===== src/rtl/redirect_merge_pkg.sv =====
// Shared types and widths for the redirect merge stage.
// Optional perf counters are enabled with `define REDIRECT_MERGE_PERF_EN.
package redirect_merge_pkg;

   localparam int unsigned FTQ_IDX_W = 6;
   localparam int unsigned FTQ_PTR_W = FTQ_IDX_W + 1;
   localparam int unsigned OFFSET_W  = 4;
   localparam int unsigned PC_W      = 50;
   localparam int unsigned PERF_W    = 32;

   typedef struct packed {
      logic                 flag;
      logic [FTQ_IDX_W-1:0] idx;
   } ftq_ptr_t;

   typedef enum logic {
      SRC_BK  = 1'b0,
      SRC_IFU = 1'b1
   } redir_src_e;

   typedef struct packed {
      redir_src_e          src;
      ftq_ptr_t            ptr;
      logic [OFFSET_W-1:0] offset;
      logic [PC_W-1:0]     target;
      logic                level;
      logic                taken;
   } redirect_t;

   typedef enum logic {
      IDLE = 1'b0,
      HOLD = 1'b1
   } state_e;

   // Saturating add of a small event count onto a perf counter.
   function automatic logic [PERF_W-1:0] sat_add(input logic [PERF_W-1:0] cnt,
                                                 input logic [1:0]        inc);
      logic [PERF_W:0] sum;
      sum = {1'b0, cnt} + (PERF_W+1)'(inc);
      return sum[PERF_W] ? {PERF_W{1'b1}} : sum[PERF_W-1:0];
   endfunction

endpackage


===== src/rtl/redirect_age_cmp.sv =====
// Combinational age comparison of two {ptr, offset} redirect positions.
module redirect_age_cmp
   import redirect_merge_pkg::*;
(
   input  ftq_ptr_t            a_ptr,
   input  logic [OFFSET_W-1:0] a_offset,
   input  ftq_ptr_t            b_ptr,
   input  logic [OFFSET_W-1:0] b_offset,
   output logic                older,
   output logic                equal
);

   logic ptr_eq;

   // A older than B; differing flags mean B's pointer has wrapped past A.
   always_comb begin
      older  = 1'b0;
      equal  = 1'b0;
      ptr_eq = (a_ptr == b_ptr);
      if (ptr_eq) begin
         older = (a_offset < b_offset);
         equal = (a_offset == b_offset);
      end else if (a_ptr.flag == b_ptr.flag) begin
         older = (a_ptr.idx < b_ptr.idx);
      end else begin
         older = (a_ptr.idx > b_ptr.idx);
      end
   end

endmodule


===== src/rtl/redirect_merge_stage.sv =====
// Merges backend and IFU redirects into a 1-entry output register with
// age-based replacement while the consumer stalls.
// Optional perf counters: `define REDIRECT_MERGE_PERF_EN.
module redirect_merge_stage
   import redirect_merge_pkg::*;
(
   input  logic                 clock,
   input  logic                 reset,
   input  logic                 bk_valid,
   input  logic [FTQ_PTR_W-1:0] bk_ftq_ptr,
   input  logic [OFFSET_W-1:0]  bk_ftq_offset,
   input  logic [PC_W-1:0]      bk_target,
   input  logic                 bk_level,
   input  logic                 bk_taken,
   input  logic                 ifu_valid,
   input  logic [FTQ_PTR_W-1:0] ifu_ftq_ptr,
   input  logic [OFFSET_W-1:0]  ifu_ftq_offset,
   input  logic [PC_W-1:0]      ifu_target,
   output logic                 out_valid,
   input  logic                 out_ready,
   output logic                 out_src,
   output logic [FTQ_PTR_W-1:0] out_ftq_ptr,
   output logic [OFFSET_W-1:0]  out_ftq_offset,
   output logic [PC_W-1:0]      out_target,
   output logic                 out_level,
   output logic                 out_taken
`ifdef REDIRECT_MERGE_PERF_EN
   ,
   output logic [PERF_W-1:0]    perf_accept_cnt,
   output logic [PERF_W-1:0]    perf_drop_cnt
`endif
);

   state_e    state;
   redirect_t held;
   redirect_t cand;
   logic      cand_valid;
   logic      cand_older;
   logic      cand_equal;
   logic      replace;

   // Candidate select: backend always wins over IFU in the same cycle.
   always_comb begin
      cand       = '0;
      cand_valid = bk_valid | ifu_valid;
      if (bk_valid) begin
         cand.src    = SRC_BK;
         cand.ptr    = ftq_ptr_t'(bk_ftq_ptr);
         cand.offset = bk_ftq_offset;
         cand.target = bk_target;
         cand.level  = bk_level;
         cand.taken  = bk_taken;
      end else if (ifu_valid) begin
         cand.src    = SRC_IFU;
         cand.ptr    = ftq_ptr_t'(ifu_ftq_ptr);
         cand.offset = ifu_ftq_offset;
         cand.target = ifu_target;
         cand.level  = 1'b0;
         cand.taken  = 1'b1;
      end
   end

   redirect_age_cmp u_age_cmp (
      .a_ptr    (cand.ptr),
      .a_offset (cand.offset),
      .b_ptr    (held.ptr),
      .b_offset (held.offset),
      .older    (cand_older),
      .equal    (cand_equal)
   );

   // Stalled replacement: strictly older, or same position and backend over IFU.
   always_comb begin
      replace = cand_older |
                (cand_equal & (cand.src == SRC_BK) & (held.src == SRC_IFU));
   end

   // Two-state holding FSM with registered outputs.
   always_ff @(posedge clock or posedge reset) begin
      if (reset) begin
         state     <= IDLE;
         held      <= '0;
         out_valid <= 1'b0;
      end else begin
         case (state)
            IDLE: begin
               if (cand_valid) begin
                  held      <= cand;
                  state     <= HOLD;
                  out_valid <= 1'b1;
               end
            end
            HOLD: begin
               if (out_ready) begin
                  if (cand_valid) begin
                     held <= cand;
                  end else begin
                     state     <= IDLE;
                     out_valid <= 1'b0;
                  end
               end else if (cand_valid && replace) begin
                  held <= cand;
               end
            end
            default: begin
               state     <= IDLE;
               out_valid <= 1'b0;
            end
         endcase
      end
   end

   assign out_src        = held.src;
   assign out_ftq_ptr    = held.ptr;
   assign out_ftq_offset = held.offset;
   assign out_target     = held.target;
   assign out_level      = held.level;
   assign out_taken      = held.taken;

`ifdef REDIRECT_MERGE_PERF_EN
   logic       hold_drop;
   logic [1:0] drop_inc;
   logic [1:0] accept_inc;

   // Per-cycle event counts: same-cycle IFU loser plus a rejected stalled candidate.
   always_comb begin
      hold_drop  = (state == HOLD) & ~out_ready & cand_valid & ~replace;
      drop_inc   = 2'(bk_valid & ifu_valid) + 2'(hold_drop);
      accept_inc = 2'(out_valid & out_ready);
   end

   // Saturating perf counters.
   always_ff @(posedge clock or posedge reset) begin
      if (reset) begin
         perf_accept_cnt <= '0;
         perf_drop_cnt   <= '0;
      end else begin
         perf_accept_cnt <= sat_add(perf_accept_cnt, accept_inc);
         perf_drop_cnt   <= sat_add(perf_drop_cnt, drop_inc);
      end
   end
`endif

endmodule


===== config.mk =====
export PLATFORM = sky130hd
export DESIGN_NAME = redirect_merge_stage
export DESIGN_NICKNAME = d
export VERILOG_FILES = /design/src/rtl/redirect_merge_pkg.sv /design/src/rtl/redirect_age_cmp.sv /design/src/rtl/redirect_merge_stage.sv
export SDC_FILE = /design/constraint.sdc
export NUM_CORES = 1
export LEC_CHECK = 0
export ABC_CLOCK_PERIOD_IN_PS = 3000
export CAP_MARGIN = 20
export CORE_UTILIZATION = 39
export CTS_CLUSTER_SIZE = 40
export DETAILED_ROUTE_END_ITERATION = 10
export GPL_TIMING_DRIVEN = 0
export PLACE_DENSITY = 0.83
export SLEW_MARGIN = 20
export SYNTH_ARGS = -nofsm -noshare
export SYNTH_HDL_FRONTEND = slang
export SYNTH_SLANG_ARGS = --single-unit

===== constraint.sdc =====
create_clock -name clock -period 3 [get_ports clock]
set_clock_uncertainty 0.05 [all_clocks]
set_input_delay 0.9 -clock clock [delete_from_list [all_inputs] [get_ports clock]]
set_output_delay 0.9 -clock clock [all_outputs]
set_load 0.01 [all_outputs]

==> flow_summary.toml <==
[run_status]
outcome = "complete, but fails checks"
violations = "negative setup slack"

[floorplan]
die_h_um = 95.33
die-area_um2 = 9088
num_rows = 33
start_util_pct = 40.73
coreArea_um2 = 8341
die_w_um = 95.33
io_pins = 194

[timing]
relSlewSlack_pct = 60.28
finalMaxSlewViolations = 0
fmax_ghz = 0.3290
setup_ws_ns = -0.03958
layout_worst_path_cycle_share_pct = 101.3
holdWs_ns = 0.4158
setup-violations-final = 45
layout_min_cycle_time_ns = 3.040
hold_viol = 0
worst_slew_pin_slew_ns = 0.5957
rsz0062_at_grt = "yes"

[yosys]
netlist_area_um2 = 3397
synth_ff_type = "dfrtp_1"
ys_seq_elements = 66
yosysTopAreaCellShare_pct = 48.62
ys_async_sr_fraction_pct = 100.0
synth_edf_count = 0
synth_cell_types = 32
synth_area_leader_cell = "dfrtp_1"
ys_seq_area_share_pct = 48.62
synth_cells = 361
synth_common_cells = "71 x nand2_1, 66 x dfrtp_1, 63 x o22ai_1"
ys_top_cells_by_area = "dfrtp_1 49%, a22oi_1 13%, o22ai_1 12%, nand2_1 7.8%, ha_1 3.7%"
yosys_warnings = 0
synth_nets = 500
avgSynthCellArea_um2 = 9.410
yosysMostFrequentCell = "nand2_1"

[pwr]
p_leak_nw = 2.779
power_w = 0.003961
ir_drop_v = 0.0002996
switching_power_w = 0.001302
p_sw_share_pct = 32.86
pwr-share-comb_pct = 48.5
pwr_density_cell_nw_per_um2 = 622.3
pwr-share-clk_pct = 19.5
p_int_w = 0.002659
pwr-share-seq_pct = 32.0

[setup_path]
crit_chain = "buf_8 -> nor2b_4 -> buf_8 -> a22oi_2 -> inv_1 -> ha_4 -> nand4_1 -> o221a_2 -> mux2i_4 -> buf_12 -> nor2_4 -> buf_6 -> buf_8 -> o22ai_2"
crit_fanout = 6
cp_data_arrival_time_ns = 3.19
crit_top_cell = "buf_8"
cpPeakStageDelay_ns = 0.34
cp-end-kind = "flop"
crit_slowest_cell = "o221a_2"
startpoint_type = "input port"
required_ns = 3.15
crit_type = "in2reg"

[clock_tree]
cts_hold_buffers = 0
clk_path_buf_depth = 2
numCtsBuffers = 9
root_buffer = "clkbuf_8"
clk_latency_ns = 0.33
htreeDepth = 3
clk_pin_slew_worst_paths_ns = 0.07
cts_tree = "built"
cts.sinks = 66

[drt]
vias_per_cell = 5.549
wl_per_cell_um = 18.26
postRouteAntennaNets = 0
route.met2.wl_mm = 6.750
highest-signal-layer = "met4"
firstDrtPassIters = 4
routed_wl_mm = 12.64
wl_met1_mm = 4.839
drt_iter0_drc = 178
dr_wl_met3_um = 896
vias = 3840
drc_errors = 0

[layout]
finalNonFillerCells = 692
area_growth_pct = 87.37
n_antenna_cell = 0
drive_gt1_share_pct = 19.42
final_nets = 722

[global_routing]
overflow = 0
grt_max_degree = 61
grt_first_pass_wirelength_mm = 18.39
first_global_vias = 3763
grtUsageTotal_pct = 27.08
antenna_found_initial = 0

[placed_design]
numPortBuffers = 192
gp_congestion = 0.8072
dpl.cell_count = 659
dpl.hpwl_mm = 8.697

[min_path]
hold_class = "reg2reg"

[flow_run]
cap_violations = 0
per-layer routing:
layer,up-vias,global-route usage (%)
met4,0,8.081
met5,-,0
met1,1890,31.14
li1,1783,-
met3,16,7.018
met2,151,48.99
kinds of logic after synthesis:
family	Yosys count	share of synthesized area, %
AOI/OAI and AO/OA	140	28.21
and+or+nand+nor	89	10.94
DFF	66	48.62
buffers and inverters	55	7.882
adders and majority gates	10	3.683
muxes	1	0.6629
worst max-delay path: cells and delay by family:
family | cells | cell delay (ns)
AO/OA/AOI/OAI | 3 | 0.58
adder cells (fa/ha/maj) | 1 | 0.27
multiplexers | 1 | 0.20
buffers and inverters | 6 | 0.76
AND/OR/NAND/NOR | 3 | 0.48
cell type report:
class	instances	area, um2
Inverter	20	77.57
Clock buffer	13	168.9
Timing Repair Buffer	213	2228
Clock inverter	2	35.03
Fill cell	574	1976
Sequential cell	66	1652
Tap cell	105	131.4
Multi-Input combinational cell	240	1777
Buffer	33	295.3
path summary, 6_finish.rpt:
| path | startpoint | end | slack [ns] | cells after the start |
|---|---|---|---|---|
| min in group asynchronous | reset | out_target[8]$_DFFE_PP0P_ | 0.75 | 2 |
| hold reg to reg | state$_DFF_PP0_ | out_valid$_DFFE_PP0P_ | 0.42 | 1 |
| setup / recovery | ifu_valid | out_target[26]$_DFFE_PP0P_ | -0.04 | 14 |
| hold / removal | state$_DFF_PP0_ | out_valid$_DFFE_PP0P_ | 0.42 | 1 |
| setup reg to reg | out_ftq_ptr[5]$_DFFE_PP0P_ | out_target[26]$_DFFE_PP0P_ | 0.66 | 10 |
| max in group asynchronous | reset | out_level$_DFFE_PP0P_ | 1.64 | 3 |
power by group through the flow:
stage / Sequential, W / Clock [W] / Combinational (W)
after CTS: 0.00126 / 0.000780 / 0.00175
after floorplan: 0.00138 / 0 / 0.000593
final: 0.00127 / 0.000772 / 0.00192
after global placement: 0.00127 / 0 / 0.00149
after detailed placement: 0.00128 / 0 / 0.00153
after global routing: 0.00130 / 0.000823 / 0.00205
placed cells by master, fill, tap and decap left out, types with 2 or more instances in the layout:
master,instances
buf_16,2
nand3_1,2
clkbuf_1,11
clkbuf_16,4
nand4_1,2
ha_1,6
dlymetal6s2s_1,4
buf_4,20
dfrtp_1,66
buf_8,9
a22oi_1,51
o22ai_1,35
buf_6,4
inv_1,17
clkbuf_8,13
nand2_1,71
ha_4,4
a22oi_2,8
o22ai_2,28
dlygate4sd2_1,6
nor3_1,2
nor2_1,3
o21ai_0,3
a21oi_1,5
clkdlybuf4s50_1,181
buf_12,3
inv_2,2
state kept, by name, indices dropped and copies added (netlist names):
| register | cells |
|---|---|
| out_ftq_offset | 4 |
| out_ftq_ptr | 7 |
| out_level | 1 |
| out_src | 1 |
| out_taken | 1 |
| out_target | 50 |
| out_valid | 1 |
| state | 1 |
per-stage QoR:
| step | util [%] | setup TNS [ns] | area (um2) | worst slack (ns) |
|---|---|---|---|---|
| floorplan | - | -8.186 | 3435 | -0.1346 |
| global placement | 65.80 | -117.50 | 5488 | -1.196 |
| detailed placement | 66.16 | -77.04 | 5518 | -1.263 |
| CTS | 72.74 | -0.5531 | 6067 | -0.04005 |
| global route | 76.31 | -3.345 | 6365 | -0.09356 |
| finish | 76.31 | -0.6944 | 6365 | -0.03958 |
repair_timing:
action | in CTS | in global routing
endpoints found under the setup margin | 64 | 63
pin swaps | 5 | 13
gates cloned | 5 | 4
setup buffers | 10 | 2
gates resized for setup | 68 | 57
Power figures use the tool's default switching activity.
